--- src/rtl/mytest_pkg.sv ---
// Shared types and constants for the mt_unpacker byte-to-packet assembler.
package mytest;

    localparam int MT_NUM_BYTES = 5;
    localparam int MT_TAG_W     = 5;

    typedef struct packed {
        logic [MT_NUM_BYTES-1:0][7:0] a;
        logic [MT_TAG_W-1:0]          b;
    } m_t;

    typedef enum logic [1:0] {
        ST_COLLECT = 2'd0,
        ST_TAG     = 2'd1,
        ST_RESYNC  = 2'd2
    } mt_state_e;

endpackage

--- src/rtl/mt_skid_buf.sv ---
// Small register FIFO (1 or 2 entries) holding assembled packets.
// Latency 1 (write -> o_vld); o_rdy is high when not full or when popping this cycle.
module mt_skid_buf #(
    parameter int  DEPTH = 2,
    parameter type T     = logic
) (
    input  logic clk,
    input  logic rst_n,
    input  logic i_vld,
    output logic o_rdy,
    input  T     i_dat,
    output logic o_vld,
    input  logic i_rdy,
    output T     o_dat
);

    localparam int PW = (DEPTH > 1) ? $clog2(DEPTH) : 1;

    T               r_mem [DEPTH];
    logic [PW-1:0]  r_rd_ptr;
    logic [PW-1:0]  r_wr_ptr;
    logic [1:0]     r_cnt;
    logic           w_push;
    logic           w_pop;

    function automatic logic [PW-1:0] ptr_inc(input logic [PW-1:0] p);
        return (p == PW'(DEPTH - 1)) ? '0 : p + 1'b1;
    endfunction

    assign o_vld  = (r_cnt != 2'd0);
    // A full buffer can still accept when the head leaves in the same cycle.
    assign o_rdy  = (r_cnt != 2'(DEPTH)) || i_rdy;
    assign o_dat  = r_mem[r_rd_ptr];
    assign w_push = i_vld && o_rdy;
    assign w_pop  = o_vld && i_rdy;

    always_ff @(posedge clk or negedge rst_n) begin
        if (!rst_n) begin
            for (int i = 0; i < DEPTH; i++) r_mem[i] <= '0;
            r_rd_ptr <= '0;
            r_wr_ptr <= '0;
            r_cnt    <= '0;
        end else begin
            if (w_push) begin
                r_mem[r_wr_ptr] <= i_dat;
                r_wr_ptr        <= ptr_inc(r_wr_ptr);
            end
            if (w_pop) r_rd_ptr <= ptr_inc(r_rd_ptr);
            case ({w_push, w_pop})
                2'b10:   r_cnt <= r_cnt + 2'd1;
                2'b01:   r_cnt <= r_cnt - 2'd1;
                default: r_cnt <= r_cnt;
            endcase
        end
    end

endmodule

--- src/rtl/mt_unpacker.sv ---
// Assembles NUM_BYTES payload beats plus one tag beat into an m_t packet; framing errors drop and pulse err.
// Latency 1 from tag beat to m_valid; s_ready falls only in TAG while the output buffer is full.
// Optional MT_UNPACK_PARITY_EN: tag-beat s_data[7] carries even parity over payload and tag.
module mt_unpacker
    import mytest::*;
#(
    parameter int NUM_BYTES = MT_NUM_BYTES,
    parameter int OUT_DEPTH = 2
) (
    input  logic        clk,
    input  logic        rst_n,
    input  logic        s_valid,
    output logic        s_ready,
    input  logic [7:0]  s_data,
    input  logic        s_last,
    output logic        m_valid,
    input  logic        m_ready,
    output m_t          m_pkt,
    output logic        err,
    output logic [15:0] pkt_cnt
);

    localparam int CW = $clog2(NUM_BYTES);

    mt_state_e                  r_state, w_state_nxt;
    logic [CW-1:0]              r_cnt, w_cnt_nxt;
    logic [NUM_BYTES-1:0][7:0]  r_a;
    logic                       r_err, w_err_nxt;
    logic [15:0]                r_pkt_cnt;
    logic                       w_beat;
    logic                       w_byte_we;
    logic                       w_push;
    logic                       w_buf_rdy;
    logic                       w_par_ok;
    logic                       w_unused;
    m_t                         w_pkt;

    assign s_ready   = (r_state != ST_TAG) || w_buf_rdy;
    assign w_beat    = s_valid && s_ready;
    assign w_pkt.a   = r_a;
    assign w_pkt.b   = s_data[MT_TAG_W-1:0];
    assign w_unused  = ^s_data[7:MT_TAG_W];
    assign err       = r_err;
    assign pkt_cnt   = r_pkt_cnt;

`ifdef MT_UNPACK_PARITY_EN
    assign w_par_ok = ~^{r_a, s_data[MT_TAG_W-1:0], s_data[7]};
`else
    assign w_par_ok = 1'b1;
`endif

    always_comb begin
        w_state_nxt = r_state;
        w_cnt_nxt   = r_cnt;
        w_err_nxt   = 1'b0;
        w_byte_we   = 1'b0;
        w_push      = 1'b0;
        case (r_state)
            ST_COLLECT: if (w_beat) begin
                if (s_last) begin
                    w_err_nxt = 1'b1;
                    w_cnt_nxt = '0;
                end else begin
                    w_byte_we = 1'b1;
                    if (r_cnt == CW'(NUM_BYTES - 1)) begin
                        w_cnt_nxt   = '0;
                        w_state_nxt = ST_TAG;
                    end else begin
                        w_cnt_nxt = r_cnt + 1'b1;
                    end
                end
            end
            ST_TAG: if (w_beat) begin
                w_state_nxt = ST_COLLECT;
                if (!s_last) begin
                    w_err_nxt   = 1'b1;
                    w_state_nxt = ST_RESYNC;
                end else if (!w_par_ok) begin
                    w_err_nxt = 1'b1;
                end else begin
                    w_push = 1'b1;
                end
            end
            ST_RESYNC: if (w_beat && s_last) w_state_nxt = ST_COLLECT;
            default:   w_state_nxt = ST_COLLECT;
        endcase
    end

    always_ff @(posedge clk or negedge rst_n) begin
        if (!rst_n) begin
            r_state   <= ST_COLLECT;
            r_cnt     <= '0;
            r_a       <= '0;
            r_err     <= 1'b0;
            r_pkt_cnt <= '0;
        end else begin
            r_state <= w_state_nxt;
            r_cnt   <= w_cnt_nxt;
            r_err   <= w_err_nxt;
            if (w_byte_we) r_a[r_cnt] <= s_data;
            if (m_valid && m_ready) r_pkt_cnt <= r_pkt_cnt + 16'd1;
        end
    end

    mt_skid_buf #(
        .DEPTH (OUT_DEPTH),
        .T     (m_t)
    ) u_obuf (
        .clk   (clk),
        .rst_n (rst_n),
        .i_vld (w_push),
        .o_rdy (w_buf_rdy),
        .i_dat (w_pkt),
        .o_vld (m_valid),
        .i_rdy (m_ready),
        .o_dat (m_pkt)
    );

endmodule

--- config.mk ---
export PLATFORM = sky130hd
export DESIGN_NAME = mt_unpacker
export DESIGN_NICKNAME = d
export VERILOG_FILES = /design/src/rtl/mytest_pkg.sv /design/src/rtl/mt_skid_buf.sv /design/src/rtl/mt_unpacker.sv
export SDC_FILE = /design/constraint.sdc
export NUM_CORES = 1
export LEC_CHECK = 0
export BUFFER_PORTS_ARGS = -buffer_cell sky130_fd_sc_hd__buf_4
export CAP_MARGIN = 20
export CORE_AREA = 2 2 152 154
export DETAILED_ROUTE_END_ITERATION = 7
export DIE_AREA = 0 0 154 156
export PLACE_DENSITY = 0.43
export SETUP_SLACK_MARGIN = 0.2
export SLEW_MARGIN = 30
export SYNTH_ARGS = -nofsm -noshare
export SYNTH_HDL_FRONTEND = slang
export SYNTH_SLANG_ARGS = --single-unit
--- constraint.sdc ---
create_clock -name clk -period 2.3 [get_ports clk]
set_input_delay 0.46 -clock clk [delete_from_list [all_inputs] [get_ports clk]]
set_output_delay 0.46 -clock clk [all_outputs]
set_load 0.05 [all_outputs]
* Word level (Yosys, flattened, before mapping)
Index checks and enable logic that the tools add are counted.
** Word-level totals
- Word-level logic and storage cells :: 90
- Output and inout port bits :: 64
- Register bits after elaboration :: 156
** Operators by class
- $add $sub $neg :: 6
- Mux-type cells :: 28
- Bitwise operators :: 2
- Reduce and logical (&&, ||, !) cells :: 13
- Magnitude comparators :: 5
- Equality and inequality tests :: 12
** Operator list (number)
- $mux 45 :: 4
- $bwmux 90 :: 1
- $demux 45 s1 :: 1
- $bwmux 40 :: 1
- $demux 8 s3 :: 1
- $add 16x1->16 const B :: 1
- $mux 2 :: 6
- $ne 2x2->1 const B :: 6
- $mux 1 :: 8
- $mux 8 :: 1
- $logic_and 1x1->1 :: 6
- $mux 3 :: 2
- $pmux 2 s3 :: 1
- $reduce_and 5->1 :: 1
- $eq 2x1->1 const B :: 2
- $eq 2x2->1 const B :: 2
- $ge 2x2->1 const B :: 2
- $lt 3x4->1 const B :: 1
- $not 1->2 :: 2
- $pmux 2 s2 :: 1
- $reduce_bool 2->1 :: 2
- $add 3x1->3 const B :: 1
- $eq 3x3->1 const B :: 1
- $ge 3x1->1 const B :: 1
- other kinds (9) :: 11

* Longest topological paths before layout
Gate-level depths: netlist (run 1).
- Depth in word-level cells :: 9
- Depth in mapped cells :: 7
- Gate-level depth less buffers :: 7

* Hierarchy
Synthesis (run 1) repeated with hierarchy kept, for this count alone.
** Unflattened totals
- Cell total of the unflattened synthesis :: 439
- Area total of the unflattened synthesis :: 7055.5 um2
** By module, submodules not included
- mt_skid_buf :: area an instance 4481.8 um2, sequential area each 2352.3 um2, cells each 257, instances 1
- mt_unpacker :: area an instance 2573.7 um2, sequential area each 1551.5 um2, cells each 182, instances 1

* Worst setup path after synthesis (run 1)
No wires, ideal clock.
- Path type :: input to output
- Start point :: input port m_ready
- End point :: output port s_ready
- Stages on the path :: 2
- Setup slack :: 362 ps
- Required time :: 1840 ps
- Arrival time :: 1478 ps
- Cells stage by stage :: or3b_4 or3b_2
** On the way
- Longest elaborated chain between the ends :: 2
** Ends and longest elaborated chain
- from (decl) :: RTL line mt_unpacker.sv:17 : input logic m_ready,
- $logic_or 1x1->1 :: RTL line mt_skid_buf.sv:32 : assign o_rdy = (r_cnt != 2'(DEPTH)) || i_rdy;
- $logic_or 1x1->1 :: RTL line mt_unpacker.sv:38 : assign s_ready = (r_state != ST_TAG) || w_buf_rdy;
- to (decl) :: RTL line mt_unpacker.sv:13 : output logic s_ready,
Every way passes these cells.

* Final worst setup path (run 1)
- Start point :: register u_obuf.r_cnt[0]
- End point :: output port s_ready
** On the way
- Longest elaborated chain between the ends :: 3
** Ends and longest elaborated chain
- from (decl) :: RTL line mt_skid_buf.sv:22 : logic [1:0] r_cnt;
- from (signal assigned) :: RTL line mt_skid_buf.sv:50 : 2'b10: r_cnt <= r_cnt + 2'd1;
- from (signal assigned) :: RTL line mt_skid_buf.sv:51 : 2'b01: r_cnt <= r_cnt - 2'd1;
- from (signal assigned) :: RTL line mt_skid_buf.sv:52 : default: r_cnt <= r_cnt;
- $ne 2x2->1 :: RTL line mt_skid_buf.sv:32
- $logic_or 1x1->1 :: RTL line mt_skid_buf.sv:32
- $logic_or 1x1->1 :: RTL line mt_unpacker.sv:38
Every way passes these cells.

==> results of run 1 <==
[worst max path at each step]
stage	from	end	slack, ns	depth (start not counted)
floorplan	m_ready	s_ready	0.36	2
global placement	s_valid	r_a[27]$_DFFE_PN0P_	0.15	6
detailed placement	s_valid	r_a[24]$_DFFE_PN0P_	0.11	6
CTS	u_obuf.r_cnt[0]$_DFFE_PN0P_	s_ready	0.09	3
global route	u_obuf.r_cnt[0]$_DFFE_PN0P_	s_ready	0.08	3
finish	u_obuf.r_cnt[0]$_DFFE_PN0P_	s_ready	0.11	3
[through the flow]
step	total power [mW]	setup slack [ns]
2_1_floorplan	5.39	0.362
3_3_place_gp	6.15	0.154
3_5_place_dp	6.20	0.113
4_1_cts	9.52	0.0854
5_1_grt	10.2	0.0758
6_report	9.73	0.113
[flip-flops by register name, summed over array words and instances (netlist names)]
| signal | count |
|---|---|
| r_a | 40 |
| u_obuf.r_rd_ptr | 1 |
| pkt_cnt | 16 |
| err | 1 |
| u_obuf.r_cnt | 2 |
| u_obuf.r_wr_ptr | 1 |
| r_cnt | 3 |
| r_state | 2 |
| u_obuf.r_mem | 90 |
[what timing repair did]
action,4_1_cts,5_1_grt
pin swaps,2,1
endpoints found under the setup margin,26,47
hold buffers,1,0
hold endpoints to repair,34,0
buffers inserted,3,2
gates resized for setup,6,53
cloned,0,3
[area by class of cell]
cell class / count / area [um^2] / share of cell area, %
well taps: 285 / 357 / 4.12
multi-input cells: 261 / 2660 / 30.8
clock inverters: 14 / 241 / 2.79
flip-flops and latches: 156 / 3910 / 45.1
clock buffers: 18 / 439 / 5.07
repair buffers: 100 / 1030 / 11.9
inverters: 5 / 18.8 / 0.217
[report_power, final]
| group | total, mW | switching, mW | internal [mW] |
|---|---|---|---|
| clock | 3.20 | 1.13 | 2.07 |
| sequential | 3.81 | 0.466 | 3.34 |
| combinational | 2.72 | 1.41 | 1.31 |
[kinds of logic after synthesis]
kind of cell / count (synthesis) / share of synthesized area, %
AO/OA/AOI/OAI: 8 / 0.868
XOR/XNOR: 20 / 2.64
adder cells (fa/ha/maj): 4 / 0.755
buffers and inverters: 23 / 2.15
flip-flops: 156 / 58.9
multiplexers: 176 / 29.9
AND/OR/NAND/NOR: 53 / 4.85
[per-layer routing]
metal / global-route usage [%] / vias up
met3: 3.06 / 15
met2: 20.9 / 57
met5: 0 / -
li1: - / 1767
met4: 4.14 / 0
met1: 17.8 / 2038
[worst max-delay path, stage by stage, from the launching register on]
cell	delay, ns
dfrtp_1	0.38
or3b_4	0.38
or3b_4	0.39
buf_8	0.16
[synth_stat cells (all sizes together)]
cell type | instances | area, um^2
o2bb2ai | 1 | 8.76
o21ai | 2 | 10.0
nand2 | 14 | 55.1
nand3 | 7 | 45.0
nor2b | 2 | 12.5
nor3b | 2 | 15.0
nor4b | 1 | 8.76
nor3 | 2 | 21.3
mux2 | 176 | 1980
o2111ai | 1 | 8.76
ha | 4 | 50.1
clkbuf | 5 | 18.8
nand4 | 5 | 37.5
buf | 13 | 105
a21o | 1 | 7.51
or2 | 2 | 12.5
nand2b | 1 | 6.26
and4 | 2 | 17.5
dfrtp | 156 | 3900
and3 | 3 | 18.8
and2 | 1 | 6.26
a31oi | 1 | 6.26
a22oi | 1 | 7.51
clkinv | 1 | 3.75
inv | 4 | 15.0
nor2 | 7 | 28.8
xor2 | 5 | 43.8
a2111oi | 1 | 8.76
xnor2 | 15 | 131
nand3b | 1 | 7.51
or3b | 3 | 28.8
==> results.sh, run 1 <==
export IMPL_crit_fanout=2
export IMPL_dieArea_um2=24000
export IMPL_ys_ff_latch=156
export IMPL_track_usage_pct=13.1
export IMPL_remaining_drc_errors=0
export IMPL_gp_congestion=0.706
export IMPL_clkLatencyLatePin_ns=0.42
export IMPL_crit_required_ns=1.84
export IMPL_cts_root_buf="clkbuf_16"
export IMPL_ys_seq_area_share_pct=58.9
export IMPL_ir_drop_mv=0.629
export IMPL_rr_worst_depth=9
export IMPL_min_period_ns=2.19
export IMPL_area_growth_pct=30.5
export IMPL_die_h_um=156
export IMPL_drt_iter0_drc=153
export IMPL_drv_slew=0
export IMPL_hp_start="s_last"
export IMPL_cts_sinks=156
export IMPL_pwr_density_cell_nw_per_um2=1120
export IMPL_synth_nets=457
export IMPL_hold_path_end="r_state[1]$_DFFE_PN0P_"
export IMPL_setup_viol=0
export IMPL_report_final_hold_viol_count=0
export IMPL_wl_um=15400
export IMPL_regToRegStartpoint="u_obuf.r_cnt[0]$_DFFE_PN0P_"
export IMPL_layout_commonest_cell="mux2_2"
export IMPL_worstSetupEndpointType="output pin"
export IMPL_top_layer="met4"
export IMPL_m1WireLength_um=7460
export IMPL_ys_warnings_count=0
export IMPL_drtPass1Iterations=4
export IMPL_fin_skew_ns=0.00988
export IMPL_vias_per_cell=4.62
export IMPL_diodes=0
export IMPL_hold_class="primary input to register"
export IMPL_status="completed"
export IMPL_route_met3_wl_um=402
export IMPL_design_area_um2=8660
export IMPL_holdPathStages=2
export IMPL_via_count=3877
export IMPL_pin_count=77
export IMPL_worstMarginPinSlew_ns=0.483
export IMPL_mostFrequentLayoutCells="mux2_2, dfrtp_1, buf_4"
export IMPL_antenna_found_initial=0
export IMPL_grt_overflow=0
export IMPL_core_area_um2=22400
export IMPL_clk_pin_slew_ns=0.07
export IMPL_final_cells=839
export IMPL_die_x_um=154
export IMPL_tritoncts="built"
export IMPL_dp_hpwl_um=9700
export IMPL_r2r_setup_slack_ns=0.28
export IMPL_met2_wirelength_um=7310
export IMPL_port_buffers=76
export IMPL_fin_crit_sh_pct=95.1
export IMPL_fillers=2144
export IMPL_setup_tns_ns=0
export IMPL_ant_nets=0
export IMPL_slew_headroom_pct=67.8
export IMPL_grt_pass1_vias=4127
export IMPL_r2r_end="u_obuf.r_cnt[1]$_DFFE_PN0P_"
export IMPL_rows=55
export IMPL_start_util_pct=29.7
export IMPL_fin_nets=558
export IMPL_grt_first_pass_wirelength_um=23900
export IMPL_fmax_mhz=457
export IMPL_grt_max_degree=46
export IMPL_cts_buffers=17
export IMPL_htreeDepth=4
export IMPL_wire_per_inst_um=18.3
export IMPL_synth_cell_types=41
export IMPL_netlist_instances=440
export IMPL_place_area_um2=7630
export IMPL_syn_area_um2=6630
export IMPL_whs_ns=0.297
export IMPL_cp_start_kind="register"
export IMPL_cts_buffer_depth=2
export IMPL_drive_above_1_share_pct=57.6
export IMPL_worst_setup_path_type="register to output pin"
export IMPL_avgSynthCellArea_um2=15.1
export IMPL_p_leak_nw=4.25
export IMPL_rsz0062_at_grt="true"
export IMPL_cp_arrival_ns=1.73
export IMPL_cap_violations=0
export IMPL_final_util_pct=38.7
export IMPL_place_inst=798
Note: power is estimated with default switching activity, not from simulation.
==> inputs of run 2 (changes only) <==
--- a/config.mk
+++ b/config.mk
@@ -10,6 +10,7 @@
 export CORE_AREA = 2 2 152 154
 export DETAILED_ROUTE_END_ITERATION = 7
 export DIE_AREA = 0 0 154 156
+export MAX_ROUTING_LAYER = met4
 export PLACE_DENSITY = 0.43
 export SETUP_SLACK_MARGIN = 0.2
 export SLEW_MARGIN = 30
==> run 2 against run 1 <==
Via count increased by 0.34%. Flip-flop and latch count unchanged. Maximum frequency down 0.12%. Global-route usage is 0.40 points higher. Critical endpoint unchanged.
==> results.sh, run 2 (same netlist as run 1, synthesis figures left out) <==
export IMPL_dieArea_um2=24000
export IMPL_crit_required_ns=1.84
export IMPL_power_frac_clock_pct=32.9
export IMPL_startpoint="u_obuf.r_cnt[0]$_DFFE_PN0P_"
export IMPL_grt_first_pass_wirelength_um=23900
export IMPL_ir_drop_mv=0.628
export IMPL_hold_class="primary input to register"
export IMPL_worstSetupEndpointType="output pin"
export IMPL_fin_skew_ns=0.0128
export IMPL_wl_um=15300
export IMPL_die_x_um=154
export IMPL_r2r_end="u_obuf.r_cnt[1]$_DFFE_PN0P_"
export IMPL_start_util_pct=29.7
export IMPL_wire_per_inst_um=18.2
export IMPL_crit_end="s_ready"
export IMPL_regToRegStartpoint="u_obuf.r_cnt[0]$_DFFE_PN0P_"
export IMPL_largest_register_ffs=90
export IMPL_pwr_share_seq_pct=39.1
export IMPL_clkLatencyLatePin_ns=0.42
export IMPL_regArea_um2=3910
export IMPL_drtPass1Iterations=4
export IMPL_cap_violations=0
export IMPL_port_buffers=76
export IMPL_rsz0062_at_grt="true"
export IMPL_drt_iter0_drc=154
export IMPL_ant_nets=0
export IMPL_design_area_um2=8660
export IMPL_worstMarginPinSlew_ns=0.482
export IMPL_clk_pin_slew_ns=0.07
export IMPL_track_usage_pct=13.5
export IMPL_place_area_um2=7630
export IMPL_area_growth_pct=30.5
export IMPL_fin_nets=558
export IMPL_cts_root_buf="clkbuf_16"
export IMPL_slew_headroom_pct=67.9
export IMPL_rr_worst_depth=9
export IMPL_core_area_um2=22400
export IMPL_final_cells=839
export IMPL_met2_wirelength_um=7250
export IMPL_dp_hpwl_um=9700
export IMPL_tritoncts="built"
export IMPL_top_layer="met4"
export IMPL_gp_congestion=0.718
export IMPL_grt_overflow=0
export IMPL_top_register="u_obuf.r_mem"
export IMPL_worst_setup_path_type="register to output pin"
export IMPL_pwr_density_cell_nw_per_um2=1120
export IMPL_r2r_setup_slack_ns=0.28
export IMPL_m1WireLength_um=7450
export IMPL_fillers=2144
export IMPL_grt_pass1_vias=4134
export IMPL_drive_above_1_share_pct=57.6
export IMPL_crit_fanout=2
export IMPL_grt_max_degree=46
export IMPL_via_count=3890
export IMPL_p_int_mw=6.72
export IMPL_p_leak_nw=4.25
export IMPL_netSwitchingFraction_pct=31.0
export IMPL_cts_buffers=17
export IMPL_fin_crit_sh_pct=95.2
export IMPL_remaining_drc_errors=0
export IMPL_vias_per_cell=4.64
export IMPL_fmax_mhz=457
export IMPL_switching_power_mw=3.02
export IMPL_cp_arrival_ns=1.73
export IMPL_setup_tns_ns=0
export IMPL_rows=55
export IMPL_drv_slew=0
export IMPL_diodes=0
export IMPL_setup_viol=0
export IMPL_min_period_ns=2.19
export IMPL_pin_count=77
export IMPL_antenna_found_initial=0
export IMPL_mostFrequentLayoutCells="mux2_2, dfrtp_1, buf_4"
export IMPL_layout_commonest_cell="mux2_2"
export IMPL_multiInputGateArea_um2=2660
export IMPL_report_final_hold_viol_count=0
export IMPL_cts_buffer_depth=2
export IMPL_power_mw=9.74
export IMPL_htreeDepth=4
export IMPL_cp_start_kind="register"
export IMPL_final_util_pct=38.7
export IMPL_status="completed"
export IMPL_place_inst=798
export IMPL_cts_sinks=156
export IMPL_route_met3_wl_um=437
export IMPL_die_h_um=156
export IMPL_p_comb_share_pct=28.0
run 2: worst min path at each step:
| stage | from | to | cells past startpoint |
|---|---|---|---|
| finish | s_last | r_state[1]$_DFFE_PN0P_ | 2 |
| global route | s_last | r_state[1]$_DFFE_PN0P_ | 2 |
| CTS | s_last | r_state[1]$_DFFE_PN0P_ | 2 |
| detailed placement | rst_n | u_obuf.r_mem[18]$_DFFE_PN0P_ | 1 |
| global placement | rst_n | u_obuf.r_mem[18]$_DFFE_PN0P_ | 1 |
| floorplan | rst_n | err$_DFF_PN0_ | 0 |
run 2: cell type report:
cell class	count	area share, %
Multi-Input combinational cell	261	30.8
Clock buffer	18	5.07
Clock inverter	14	2.79
Tap cell	285	4.12
Inverter	5	0.217
Timing Repair Buffer	100	11.9
Sequential cell	156	45.1
run 2: metrics by stage:
stage | hold slack (ns) | setup WS (ns)
3_5_place_dp | 0.434 | 0.113
6_report | 0.295 | 0.110
3_3_place_gp | 0.428 | 0.154
4_1_cts | 0.280 | 0.0854
2_1_floorplan | 0.164 | 0.362
5_1_grt | 0.295 | 0.0755
run 2: critical path: stages, from the launching register on:
cell and delay [ns]:
dfrtp_1 0.38, or3b_4 0.38, or3b_4 0.39, buf_8 0.16
run 2: metal layers:
metal  up-vias  track usage [%]
li1       1770                -
met1      2050             17.8
met2        57             20.9
met3        13             3.06
met4         0             4.14
met5         -                -
run 2: timing repair:
action	CTS	global route
hold buffers	1	0
hold endpoints to repair	34	0
pin swaps	2	1
gates cloned	0	3
endpoints found under the setup margin	26	47
buffers inserted	3	2
resized for setup	6	53
run 2: power by group through the flow:
| stage | logic, mW | registers, mW | clock network, mW |
|---|---|---|---|
| after detailed placement | 2.34 | 3.86 | 0 |
| after global routing | 2.91 | 3.90 | 3.42 |
| final | 2.72 | 3.81 | 3.20 |
| after CTS | 2.42 | 3.80 | 3.29 |
| after floorplan | 1.55 | 3.84 | 0 |
| after global placement | 2.32 | 3.83 | 0 |
